--- config.mk ---
export PLATFORM = sky130hd
export DESIGN_NAME = ahblite_keypad_scanner
export DESIGN_NICKNAME = d
export VERILOG_FILES = /design/src/rtl/ahblite_keypad_scanner.sv
export SDC_FILE = /design/constraint.sdc
export NUM_CORES = 1
export LEC_CHECK = 0
export BUFFER_PORTS_ARGS = -buffer_cell sky130_fd_sc_hd__buf_2
export CELL_PAD_IN_SITES_DETAIL_PLACEMENT = 0
export CELL_PAD_IN_SITES_GLOBAL_PLACEMENT = 1
export CORE_MARGIN = 2
export CORE_UTILIZATION = 49
export CTS_CLUSTER_SIZE = 16
export DETAILED_ROUTE_END_ITERATION = 7
export PLACE_DENSITY = 0.95
export RECOVER_POWER = 50
export SLEW_MARGIN = 0
export SYNTH_ARGS = -nofsm -noshare
export SYNTH_HDL_FRONTEND = slang
export SYNTH_SLANG_ARGS = --single-unit
export TNS_END_PERCENT = 100
--- constraint.sdc ---
create_clock -name HCLK -period 4.33 [get_ports HCLK]
set_input_delay 0.866 -clock HCLK [delete_from_list [all_inputs] [get_ports HCLK]]
set_output_delay 0.866 -clock HCLK [all_outputs]
set_load 0.01 [all_outputs]
--- src/rtl/ahblite_keypad_scanner.sv ---
// AHB-Lite keypad scanner: walks an active-low row strobe across a key matrix, debounces
// each key and queues press/release events in a FIFO with a level interrupt.
module ahblite_keypad_scanner #(
    parameter int unsigned ROWS       = 4,
    parameter int unsigned COLS       = 4,
    parameter int unsigned SCAN_DIV   = 50000,
    parameter int unsigned DEBOUNCE   = 4,
    parameter int unsigned FIFO_DEPTH = 8
) (
    input  logic             HCLK,
    input  logic             HRESET,
    input  logic             HSEL,
    input  logic [31:0]      HADDR,
    input  logic [1:0]       HTRANS,
    input  logic [2:0]       HSIZE,
    input  logic [3:0]       HPROT,
    input  logic             HWRITE,
    input  logic [31:0]      HWDATA,
    input  logic             HREADY,
    output logic             HREADYOUT,
    output logic [31:0]      HRDATA,
    output logic             HRESP,
    output logic [ROWS-1:0]  Row,
    input  logic [COLS-1:0]  Col,
    output logic             IRQ
);
    localparam int unsigned NKEY  = ROWS * COLS;
    localparam int unsigned CUR_W = (ROWS > 1) ? $clog2(ROWS) : 1;
    localparam int unsigned DIV_W = $clog2(SCAN_DIV);
    localparam int unsigned PTR_W = $clog2(FIFO_DEPTH);
    localparam int unsigned CNT_W = PTR_W + 1;
    localparam int unsigned EVT_W = 9;

    logic               r_dp_valid, r_dp_write;
    logic [1:0]         r_dp_addr;
    logic [1:0]         r_ctrl;
    logic               r_ovf, r_irq;
    logic [COLS-1:0]    r_col_s1, r_col_s2;
    logic [DIV_W-1:0]   r_div;
    logic [CUR_W-1:0]   r_cur, r_pend_row;
    logic [COLS-1:0]    r_pend, r_pend_press;
    logic [NKEY-1:0]    r_stable;
    logic [3:0]         r_dbcnt [NKEY];
    logic [EVT_W-1:0]   r_mem [FIFO_DEPTH];
    logic [PTR_W-1:0]   r_wr_ptr, r_rd_ptr;
    logic [CNT_W-1:0]   r_count;

    logic               w_wr_ctrl, w_wr_stat, w_rd_event, w_tick;
    logic [COLS-1:0]    w_sample, w_flip, w_pend_sel;
    logic [3:0]         w_push_col;
    logic               w_push_press, w_push, w_push_ok, w_pop, w_empty, w_full;
    logic [CNT_W-1:0]   w_count_nxt;
    logic               w_ovf_nxt;
    logic [1:0]         w_ctrl_nxt;
    logic               w_unused;

    assign HREADYOUT = 1'b1;
    assign HRESP     = 1'b0;
    assign IRQ       = r_irq;
    assign Row       = r_ctrl[0] ? ~(ROWS'(1) << r_cur) : '1;
    assign w_unused  = ^{HADDR[31:4], HADDR[1:0], HSIZE, HPROT, HWDATA[31:3]};

    // Address phase capture; the access acts in the following cycle.
    always_ff @(posedge HCLK) begin
        if (HRESET) begin
            r_dp_valid <= 1'b0;
            r_dp_write <= 1'b0;
            r_dp_addr  <= 2'd0;
        end else begin
            r_dp_valid <= HSEL & HTRANS[1] & HREADY;
            r_dp_write <= HWRITE;
            r_dp_addr  <= HADDR[3:2];
        end
    end

    assign w_wr_ctrl  = r_dp_valid &  r_dp_write & (r_dp_addr == 2'd0);
    assign w_wr_stat  = r_dp_valid &  r_dp_write & (r_dp_addr == 2'd1);
    assign w_rd_event = r_dp_valid & ~r_dp_write & (r_dp_addr == 2'd2);
    assign w_tick     = (r_div == DIV_W'(SCAN_DIV - 1));
    assign w_sample   = ~r_col_s2;

    // Keys of the current row whose debounce count is about to expire.
    always_comb begin
        w_flip = '0;
        for (int r = 0; r < ROWS; r++) begin
            for (int c = 0; c < COLS; c++) begin
                if ((CUR_W'(r) == r_cur) && (w_sample[c] != r_stable[r*COLS+c]) &&
                    (r_dbcnt[r*COLS+c] == 4'(DEBOUNCE - 1)))
                    w_flip[c] = 1'b1;
            end
        end
    end

    // Lowest pending column goes out first.
    always_comb begin
        w_push_col   = 4'd0;
        w_push_press = 1'b0;
        for (int c = COLS - 1; c >= 0; c--) begin
            if (r_pend[c]) begin
                w_push_col   = 4'(c);
                w_push_press = r_pend_press[c];
            end
        end
        w_push     = r_ctrl[0] & (|r_pend);
        w_pend_sel = w_push ? (COLS'(1) << w_push_col) : '0;
    end

    always_comb begin
        w_empty     = (r_count == '0);
        w_full      = (r_count == CNT_W'(FIFO_DEPTH));
        w_pop       = w_rd_event & ~w_empty;
        w_push_ok   = w_push & (~w_full | w_pop);
        w_count_nxt = r_count + CNT_W'(w_push_ok) - CNT_W'(w_pop);
        w_ovf_nxt   = (w_push & ~w_push_ok) | (r_ovf & ~(w_wr_stat & HWDATA[2]));
        w_ctrl_nxt  = w_wr_ctrl ? HWDATA[1:0] : r_ctrl;
    end

    always_ff @(posedge HCLK) begin
        if (HRESET) begin
            r_col_s1 <= '1;
            r_col_s2 <= '1;
        end else begin
            r_col_s1 <= Col;
            r_col_s2 <= r_col_s1;
        end
    end

    // Scan engine; clearing EN wipes all scan state but leaves the FIFO alone.
    always_ff @(posedge HCLK) begin
        if (HRESET || !r_ctrl[0]) begin
            r_div        <= '0;
            r_cur        <= '0;
            r_pend_row   <= '0;
            r_pend       <= '0;
            r_pend_press <= '0;
            r_stable     <= '0;
            for (int k = 0; k < NKEY; k++) r_dbcnt[k] <= 4'd0;
        end else begin
            r_pend <= (r_pend & ~w_pend_sel) | (w_tick ? w_flip : '0);
            if (w_tick) begin
                r_div        <= '0;
                r_cur        <= (r_cur == CUR_W'(ROWS - 1)) ? '0 : r_cur + CUR_W'(1);
                r_pend_row   <= r_cur;
                r_pend_press <= w_sample;
                for (int r = 0; r < ROWS; r++) begin
                    for (int c = 0; c < COLS; c++) begin
                        if (CUR_W'(r) == r_cur) begin
                            if (w_sample[c] == r_stable[r*COLS+c]) begin
                                r_dbcnt[r*COLS+c] <= 4'd0;
                            end else if (w_flip[c]) begin
                                r_stable[r*COLS+c] <= w_sample[c];
                                r_dbcnt[r*COLS+c]  <= 4'd0;
                            end else begin
                                r_dbcnt[r*COLS+c] <= r_dbcnt[r*COLS+c] + 4'd1;
                            end
                        end
                    end
                end
            end else begin
                r_div <= r_div + DIV_W'(1);
            end
        end
    end

    always_ff @(posedge HCLK) begin
        if (w_push_ok) r_mem[r_wr_ptr] <= {w_push_press, 4'(r_pend_row), w_push_col};
    end

    always_ff @(posedge HCLK) begin
        if (HRESET) begin
            r_ctrl   <= 2'd0;
            r_ovf    <= 1'b0;
            r_irq    <= 1'b0;
            r_wr_ptr <= '0;
            r_rd_ptr <= '0;
            r_count  <= '0;
        end else begin
            r_ctrl  <= w_ctrl_nxt;
            r_ovf   <= w_ovf_nxt;
            r_count <= w_count_nxt;
            r_irq   <= w_ctrl_nxt[1] & ((w_count_nxt != '0) | w_ovf_nxt);
            if (w_push_ok) r_wr_ptr <= r_wr_ptr + PTR_W'(1);
            if (w_pop)     r_rd_ptr <= r_rd_ptr + PTR_W'(1);
        end
    end

    always_comb begin
        HRDATA = 32'd0;
        case (r_dp_addr)
            2'd0: HRDATA = {30'd0, r_ctrl};
            2'd1: HRDATA = {19'd0, 5'(r_count), 5'd0, r_ovf, w_full, ~w_empty};
            2'd2: HRDATA = w_empty ? 32'd0 : {1'b1, 22'd0, r_mem[r_rd_ptr]};
            default: HRDATA = r_ctrl[0] ? 32'(r_stable) : 32'd0;
        endcase
    end
endmodule
==> results of run 1 <==
final timing paths:
path | depth (start not counted) | start | end
min | 1 | r_col_s1[2] | r_col_s2[2]
min reg2reg | 1 | r_col_s1[2] | r_col_s2[2]
max | 6 | r_div[7] | r_dbcnt[1][11]
max reg2reg | 6 | r_div[7] | r_dbcnt[1][11]
layout by cell type, fill, tap and decap left out, drive strengths merged, types with 2 or more instances in the layout:
cell and instances:
nor2 104, edfxtp 104, dfxtp 73, nand2 43, nand3 38, xnor2 38, buf 37, inv 34
ha 28, xor2 27, clkbuf 25, a21oi 22, o21ai 22, nand2b 22, nor4 18, conb 17
or3 15, and2 14, mux2i 12, nand4 12, a311oi 12, mux4 10, or2 10, nor3b 8
nor2b 8, o211ai 5, o21a 4, a22oi 4, nor3 4, a211oi 4, clkinv 4, and3 3
o211a 3, nand4bb 2, nand3b 2, o22ai 2
report_power, final:
part	switching (mW)	internal (mW)	total, mW
clock network	0.644	0.839	1.48
logic	0.0191	0.0139	0.0330
registers	0.0112	1.77	1.78
total	0.674	2.62	3.30
flip-flops by register name (all words and copies together), names as in the netlist, named ones only:
| signal | cells |
|---|---|
| r_ovf | 1 |
| r_wr_ptr | 3 |
| IRQ | 1 |
| r_count | 4 |
| r_cur | 2 |
| r_mem | 40 |
| r_col_s1 | 4 |
| r_col_s2 | 4 |
| r_stable | 16 |
| r_dbcnt | 64 |
| r_rd_ptr | 3 |
| r_pend_row | 2 |
| r_div | 16 |
| r_dp_valid | 1 |
| r_pend | 4 |
| r_dp_write | 1 |
| r_pend_press | 4 |
| r_ctrl | 2 |
| r_dp_addr | 2 |
area by class of cell:
cell class                 count  area (µm²)
fill                        1479        7860
sequential                   177        4580
multi-input combinational    524        3500
clock buffer                  23         510
tap                          225         282
timing repair buffer          39         200
inverter                      30         113
clock inverter                 9        67.6
worst max-delay path, stage by stage, from the launching register on:
cell     delay, ns
dfxtp_1       0.38
or4_4         0.49
nor4_1        0.99
buf_4         0.38
nand2_2       0.39
or3_4         0.55
nor2_1        0.13
logic make-up (layout without fill, tap and decap cells):
| logic type | count (synthesis) | count (layout) | synth area share, % |
|---|---|---|---|
| and+or+nand+nor | 309 | 309 | 19.3 |
| DFF | 177 | 177 | 54.0 |
| buffers and inverters | 86 | 101 | 5.25 |
| AOI/OAI and AO/OA | 82 | 82 | 6.25 |
| xor gates and xnor gates | 65 | 65 | 6.71 |
| adders and majority gates | 29 | 29 | 4.36 |
| muxes | 22 | 22 | 4.07 |
| other | 2 | 17 | 0.0885 |
metal layers:
metal	routed length [µm]	up-vias	global-route usage, %
met1	7170	2617	24.4
met3	951	21	4.86
li1	-	2722	-
met4	226	0	6.66
met5	0	-	0
met2	7840	152	30.2
==> key figures, run 1 <==
Outcome
  • Outcome: finished clean

Floorplanning
  • FP Rows: between 40 and 50
  • # IOs: 121
  • Die height: 136 µm
  • Die width: 136 µm
  • Die area: 18400 µm²
  • Starting Density: between 40% and 50%
  • Core area: 17100 µm²

Power
  • Final Power: 3.30 mW
  • Peak supply drop: 0.302 mV
  • Power per cell area: 356 nW/µm²
  • Leakage: 3.18 nW

Clock network
  • Clk_lat worst skew: 0.43 ns
  • Post_cts resized: 0
  • Max H-tree Level: 4
  • Max Root-Sink Buffers: 2
  • Hold buffer count at cts: 0
  • Sink Count: 177
  • Post-CTS repair timing setup buffer count: 0
  • Clock Root Buffer: clkbuf_16
  • Clock-pin transition on the worst setup and hold timing paths: 0.07 ns
  • CTS Buf Count: 17
  • CTS tree: done

Synthesis
  • Most frequent cells after synthesis: edfxtp_1 (104), nor2_1 (104), dfxtp_1 (73)
  • Top-area cell type share of the netlist area: 36.8%
  • Synthesized area: roughly 8500 µm²
  • Synth top area cells: edfxtp_1 (37%), dfxtp_1 (17%), nor2_1 (4.6%), ha_1 (4.1%), xnor2_1 (3.9%)
  • Avg Cell Area, Syn: between 10 and 15 µm²
  • Synth warn: 0
  • Async SR Flop Fraction: 0%
  • Cell variety after synth: 53
  • Number of enable flip-flop cells after synthesis: between 100 and 150
  • Mapped Cells: 772
  • Area leader, netlist: edfxtp_1
  • Ys flop type: edfxtp_1
  • Seq/Total Area, Yosys: 54.0%
  • Number of synthesized register bits: 177

Routing
  • DR DRC count: 0
  • DR pass1 iterations: 5
  • Antenna viol nets, final: 0
  • WL final: about 16000 µm
  • Drt initial violations: 354
  • Via count: between 5000 and 6000
  • Vias per std cell: 5.37
  • WL per Instance: 15.8 µm

Global routing
  • Initial antenna violation count: 0
  • Gr ovfl total: 0
  • Pin count of the biggest net entering global routing: 30
  • First-pass GRT wire length: 26400 µm
  • GRT Total Usage: 18.7%
  • Vias in the first global route: between 5000 and 6000

Final layout
  • Synthesis-to-layout area growth: 9.05%
  • Util after Layout: 54.1%
  • Design area: slightly above 9000 µm²
  • Fin cells: between 1000 and 1500
  • Share of layout cells above drive strength 1: 13.0%
  • Final #Nets: 900
  • Antenna cells: 0

Setup path
  • Worst Path Arrival: 3.75 ns
  • Reg2Reg Setup Slack: 0.86 ns
  • CP startpoint kind: flop
  • Critical Path End Type: flop
  • Req. time, crit path: 4.62 ns
  • Kind of critical path: reg -> reg
  • Critical path peak fanout: 29

Place
  • Pre-CTS WS: 1.39 ns
  • PortBufs: 36
  • DP HPWL: 11000 µm
  • Final RePlAce weighted congestion: 0.829
  • Placed cells: 995
  • DP Area: 8700 µm²

Timing
  • Setup ws final: around 0.86 ns
  • Tmin final: ~3.5 ns
  • Period utilisation layout: 80.0%
  • Setup_tns: 0 ns
  • Final Hold Viols: 0
  • RSZ-0062 raised after global routing: no
  • Least-Margin Pin Slew: 1.30 ns
  • Hold slack: roughly 0.42 ns
  • Normalized max-slew margin: 12.9%
  • Worst Skew: between 0.008 and 0.009 ns
  • Setup-failing EPs final: 0
  • Fmax achieved: slightly below 300 MHz
  • Slew Viols, Final: 0

Run
  • MaxCap Viol Count: 0

Min path
  • Hold Crit Class: reg -> reg
Note: power is estimated with default switching activity, not from simulation.
==> run 2: changes to the inputs <==
- CORE_UTILIZATION: 49 -> 45
- PLACE_DENSITY: 0.95 -> 0.9
- clock period: 4.33 -> 3.4 ns (I/O delays scaled with it)
==> key figures, run 2 (synthesis results as in run 1) <==
Power
  • Power per cell area: 447 nW/µm² (+26%)
  • Leakage: 3.18 nW (about the same)
  • Peak supply drop: 0.365 mV (+21%)

Global routing
  • Pin count of the biggest net entering global routing: 30 (unchanged)
  • GRT Total Usage: 17.2% (-1.5 points)
  • Vias in the first global route: 5441 (+2.5%)
  • Gr ovfl total: 0 (unchanged)
  • Initial antenna violation count: 0 (unchanged)
  • First-pass GRT wire length: 27000 µm (+2.2%)

Setup path
  • RR Endpoint: IRQ
  • Critical Path End Type: output port
  • Crit path buffers/inverters: 1 (unchanged)
  • Kind of critical path: reg -> out
  • CP delay by family, top: multiplexers
  • CP startpoint kind: flop
  • Critical Path, Cell by Cell: mux4_2, mux2i_1, o21ai_0, buf_2
  • CP peak stage delay: 0.76 ns (-0.23 ns)
  • Critical path peak fanout: 10 (-66%)
  • Worst Path Arrival: 2.36 ns (-1.39 ns)
  • Critical path's slowest cell: dfxtp_1
  • RR Startpoint: r_pend[0]
  • Reg2Reg Setup Slack: 0.69 ns (-0.17 ns)
  • R2R depth: 9 (+3)
  • Req. time, crit path: 2.72 ns (-1.90 ns)

Timing
  • Slew Viols, Final: 0 (unchanged)
  • Setup_tns: 0 ns (unchanged)
  • Least-Margin Pin Slew: 1.25 ns (-0.0441 ns)
  • Normalized max-slew margin: 16.6% (+3.7 points)
  • RSZ-0062 raised after global routing: no
  • Final Hold Viols: 0 (unchanged)
  • Worst Skew: 0.0102 ns (+0.00158 ns)
  • Fmax achieved: 329 MHz
  • Hold slack: 0.411 ns (-0.00945 ns)
  • Period utilisation layout: 89.4%
  • Setup-failing EPs final: 0 (unchanged)
  • Tmin final: just over 3 ns

Final layout
  • Antenna cells: 0 (unchanged)
  • Final #Nets: 904 (+0.44%)
  • Design area: 9260 µm² (about the same)
  • Most flops, register: r_dbcnt
  • Synthesis-to-layout area growth: 9.08% (about the same)
  • Top Registers: r_dbcnt (64), r_mem (40)
  • Share of layout cells above drive strength 1: 13.2% (+0.18 points)
  • Most frequent cells in the layout: nor2_1 (104), edfxtp_1 (104), dfxtp_1 (73)
  • Max reg flops: 64 (unchanged)

Clock network
  • Post-CTS repair timing setup buffer count: 0 (unchanged)
  • Sink Count: 177 (unchanged)
  • Max H-tree Level: 4 (unchanged)
  • Hold buffer count at cts: 0 (unchanged)
  • Clock Root Buffer: clkbuf_16
  • CTS Buf Count: 17 (unchanged)
  • Post_cts resized: 0 (unchanged)
  • Clk_lat worst skew: 0.43 ns (about the same)
  • Clock-pin transition on the worst setup and hold timing paths: 0.07 ns (about the same)
  • Max Root-Sink Buffers: 2 (unchanged)
  • CTS tree: done

Floorplanning
  • FP Rows: 50 (+4.2%)
  • Die width: 141 µm (+4.2%)
  • Die height: 141 µm (+4.2%)
  • Die area: 20000 µm² (+8.6%)
  • Starting Density: 45.7% (-3.9 points)
  • # IOs: 121 (unchanged)
  • Core area: 18600 µm² (+8.6%)

Routing
  • WL per Instance: 15.7 µm (-0.32%)
  • Antenna viol nets, final: 0 (unchanged)
  • Via count: 5546 (+0.62%)
  • DR pass1 iterations: 5 (unchanged)
  • WL final: 16300 µm (+0.95%)
  • Vias per std cell: 5.33 (-0.64%)
  • DR DRC count: 0 (unchanged)
  • Drt initial violations: 469 (+32%)

Min path
  • Hold Crit Endpoint: r_col_s2[1]
  • Hold Crit Start: r_col_s1[1]
  • Worst hold stages: 1 (unchanged)
  • Hold Crit Class: reg -> reg

Outcome
  • Outcome: finished clean

Place
  • Final RePlAce weighted congestion: 0.796 (-4.1%)
  • DP Area: 8740 µm² (+0.47%)
  • PortBufs: 36 (unchanged)
  • DP HPWL: 11300 µm (+2.6%)

Run
  • MaxCap Viol Count: 0 (unchanged)
[run 2: cell count changes in the layout (fill, tap and decap cells not counted)]
cell,previous run,this run
and2_0,2,3
clkinv_4,2,4
clkbuf_4,0,1
inv_8,0,2
clkbuf_8,2,0
inv_6,3,4
clkbuf_1,4,5
buf_2,34,33
and2_4,2,1
inv_4,1,4
buf_4,3,5
clkinvlp_4,1,0
clkbuf_16,19,17
clkinv_2,2,0
[run 2: worst max-delay path by stage]
| stage | to | slack [ns] | depth (start not counted) |
|---|---|---|---|
| floorplan | IRQ | 0.97 | 9 |
| finish | HRDATA[8] | 0.36 | 4 |
| global route | r_div[9] | 0.18 | 5 |
| global placement | IRQ | 0.70 | 11 |
| CTS | HRDATA[8] | 0.33 | 4 |
| detailed placement | IRQ | 0.70 | 9 |
[run 2: layer usage]
| metal | vias up | part of all wire [%] | global-route usage (%) |
|---|---|---|---|
| met3 | 22 | 5.0 | 3.95 |
| met1 | 2657 | 46 | 22.9 |
| met5 | - | 0 | 0 |
| met4 | 0 | 2.0 | 5.79 |
| met2 | 130 | 47 | 27.9 |
| li1 | 2737 | - | - |
[run 2: area by class of cell]
type	count	area [µm²]
Clock buffer	18	433
Sequential cell	177	4580
Timing Repair Buffer	43	221
Clock inverter	14	118
Multi-Input combinational cell	524	3500
Inverter	30	113
Tap cell	234	293
Fill cell	1640	9320
[run 2: power breakdown]
part	internal, mW	leakage, nW	switching [mW]
registers	2.25	1.66	0.00973
clock network	0.968	0.279	0.864
logic	0.0192	1.24	0.0287
total	3.24	3.18	0.903
[run 2: per-stage QoR]
stage / cells / setup slack, ns / power [mW] / utilization [%]
after floorplan: 787 / 0.966 / 2.36 / -
after global placement: 1008 / 0.699 / 2.36 / 47.0
after detailed placement: 1008 / 0.704 / 2.36 / 47.0
after CTS: 1040 / 0.327 / 4.17 / 50.0
after global routing: 1040 / 0.179 / 4.26 / 49.8
final: 1040 / 0.359 / 4.14 / 49.8
[run 2: worst reg2reg max path: cells and delay by family (launching register included)]
kind | cells | cell delay, ns
compound gates | 3 | 0.92
buf+inv | 1 | 0.05
simple gates | 2 | 0.49
flops | 1 | 0.36
xor+xnor | 1 | 0.21
fa+ha+maj | 2 | 0.57
==> run 3: changes to the inputs <==
- CORE_MARGIN: 2 -> 3
- CORE_UTILIZATION: 45 -> 47
- CTS_BUF_LIST: not set -> sky130_fd_sc_hd__clkbuf_4
- PLACE_DENSITY: 0.9 -> 0.93
==> key figures, run 3 (synthesis results as in run 1) <==
Timing
  • Normalized max-slew margin: 23.0% (+6.4 points)
  • Fmax achieved: 313 MHz (-4.9%)
  • Least-Margin Pin Slew: 1.15 ns (-0.0961 ns)
  • Period utilisation layout: 94.0% (+4.6 points)
  • Setup-failing EPs final: 0 (unchanged)
  • Worst Skew: 0.0231 ns (+0.0129 ns)
  • Final Hold Viols: 0 (unchanged)
  • Tmin final: 3.20 ns (+0.155 ns)
  • Setup_tns: 0 ns (unchanged)
  • Slew Viols, Final: 0 (unchanged)
  • RSZ-0062 raised after global routing: no

Clock network
  • Clk_lat worst skew: 0.60 ns (+0.17 ns)
  • Max H-tree Level: 4 (unchanged)
  • CTS Buf Count: 17 (unchanged)
  • Max Root-Sink Buffers: 2 (unchanged)
  • Hold buffer count at cts: 0 (unchanged)
  • Post-CTS repair timing setup buffer count: 0 (unchanged)
  • Post_cts resized: 0 (unchanged)
  • CTS tree: done
  • Clock Root Buffer: clkbuf_4
  • Clock-pin transition on the worst setup and hold timing paths: 0.16 ns (+0.09 ns)
  • Sink Count: 177 (unchanged)

Power
  • Clock Power Share: 35.4% (-8.8 points)
  • Net Sw Frac: 24.9% (+3.1 points)
  • Combinational share of power: 1.3% (about the same)
  • Reg power frac: 63.2% (+8.6 points)
  • Internal: 2.69 mW (-17%)
  • Peak supply drop: 0.269 mV (-26%)
  • Net switching power: 0.891 mW (-1.3%)
  • Leakage: 3.08 nW (-3.2%)
  • Power per cell area: 396 nW/µm² (-11%)
  • Final Power: 3.58 mW (-14%)

Routing
  • DR DRC count: 0 (unchanged)
  • Vias per std cell: 5.30 (-0.67%)
  • Via count: 5477 (-1.2%)
  • DR pass1 iterations: 4 (-1)
  • Antenna viol nets, final: 0 (unchanged)
  • Drt initial violations: 340 (-28%)
  • WL per Instance: 15.6 µm (-0.92%)
  • WL final: 16100 µm (-1.5%)

Global routing
  • Grt met3 use: 3.99% (+0.046 points)
  • Initial antenna violation count: 0 (unchanged)
  • M1 GR Usage: 22.7% (-0.14 points)
  • GRT Total Usage: 16.7% (-0.48 points)
  • Pin count of the biggest net entering global routing: 30 (unchanged)
  • Gr ovfl total: 0 (unchanged)
  • Most crowded layer after global routing: met2
  • Vias in the first global route: 5280 (-3.0%)
  • First-pass GRT wire length: 26100 µm (-3.3%)
  • Grt met2 use: 26.8% (-1.2 points)

Final layout
  • Final #Nets: 907 (+0.33%)
  • Share of layout cells above drive strength 1: 13.3% (+0.20 points)
  • Top Registers: r_dbcnt (64), r_mem (40)
  • Synthesis-to-layout area growth: 6.47%
  • Most flops, register: r_dbcnt
  • Most frequent cells in the layout: nor2_1 (104), edfxtp_1 (104), dfxtp_1 (73)
  • Antenna cells: 0 (unchanged)
  • Max reg flops: 64 (unchanged)

Floorplanning
  • Starting Density: 48.6% (+2.9 points)
  • # IOs: 121 (unchanged)
  • Die height: 140 µm (-0.68%)
  • Core area: 17500 µm² (-5.9%)
  • Die area: 19700 µm² (-1.3%)
  • FP Rows: 48 (-4.0%)
  • Die width: 140 µm (-0.68%)

Setup path
  • Crit path capture: HRDATA[8]
  • Critical path peak fanout: 19 (+9)
  • Req. time, crit path: 2.72 ns (about the same)
  • Critical Path, Cell by Cell: clkbuf_1, or3b_2, o21ai_0, buf_2
  • Critical path's slowest cell: or3b_2
  • CP startpoint kind: flop
  • Kind of critical path: reg -> out
  • Reg2Reg Setup Slack: 0.35 ns (-0.34 ns)
  • Crit. Startpoint: r_dp_addr[1]
  • CP peak stage delay: 0.60 ns (-0.16 ns)
  • Critical Path End Type: output port
  • R2R depth: 5 (-4)
  • RR Startpoint: r_div[5]
  • RR Endpoint: r_dbcnt[0][15]
  • Worst Path Arrival: 2.52 ns (+0.16 ns)

Place
  • DP HPWL: 11300 µm (about the same)
  • Final RePlAce weighted congestion: 0.773 (-2.8%)
  • PortBufs: 36 (unchanged)

Min path
  • Worst hold stages: 2 (+1)
  • Hold Crit Class: in -> reg

Run
  • MaxCap Viol Count: 0 (unchanged)

Outcome
  • Outcome: finished clean
run 3: area by class of cell:
cell class | count | area, µm²
fill | 1514 | 8440
timing repair buffer | 46 | 238
inverter | 30 | 113
sequential | 177 | 4580
multi-input combinational | 524 | 3510
tap | 225 | 282
clock inverter | 15 | 184
clock buffer | 17 | 128
run 3: power by group through the flow:
stage	Sequential, mW	Clock (mW)	Combinational, mW
detailed placement	2.31	0	0.0483
CTS	2.26	1.29	0.0485
floorplan	2.30	0	0.0547
global placement	2.31	0	0.0478
finish	2.26	1.27	0.0483
global route	2.26	1.38	0.0542
run 3: through the flow:
step	util [%]	worst slack, ns	hold WS (ns)	cell area (µm²)	cells
6_report	51.7	0.204	0.247	9040	1034
3_5_place_dp	50.1	0.634	0.396	8750	1002
3_3_place_gp	50.1	0.721	0.394	8750	1002
2_1_floorplan	-	0.966	0.389	8550	787
4_1_cts	51.9	0.131	0.201	9060	1034
5_1_grt	51.7	0.00985	0.208	9040	1034
run 3: metal layers:
layer	vias up	routed length (µm)
met5	-	0
met4	0	253
met3	23	895
met2	141	7500
met1	2581	7450
li1	2732	-
run 3: how the worst min path moves through the flow:
stage / start / end / slack (ns)
3_5_place_dp: r_col_s1[0] / r_col_s2[0] / 0.40
5_1_grt: Col[2] / r_col_s1[2] / 0.21
6_report: Col[2] / r_col_s1[2] / 0.25
4_1_cts: Col[2] / r_col_s1[2] / 0.20
2_1_floorplan: r_col_s1[0] / r_col_s2[0] / 0.39
3_3_place_gp: r_col_s1[1] / r_col_s2[1] / 0.39
run 3: critical path, delay by kind of cell, from the launching register on:
kind | cells | cell delay (ns)
simple gates | 1 | 0.60
flops | 1 | 0.34
buf+inv | 2 | 0.70
compound gates | 1 | 0.29
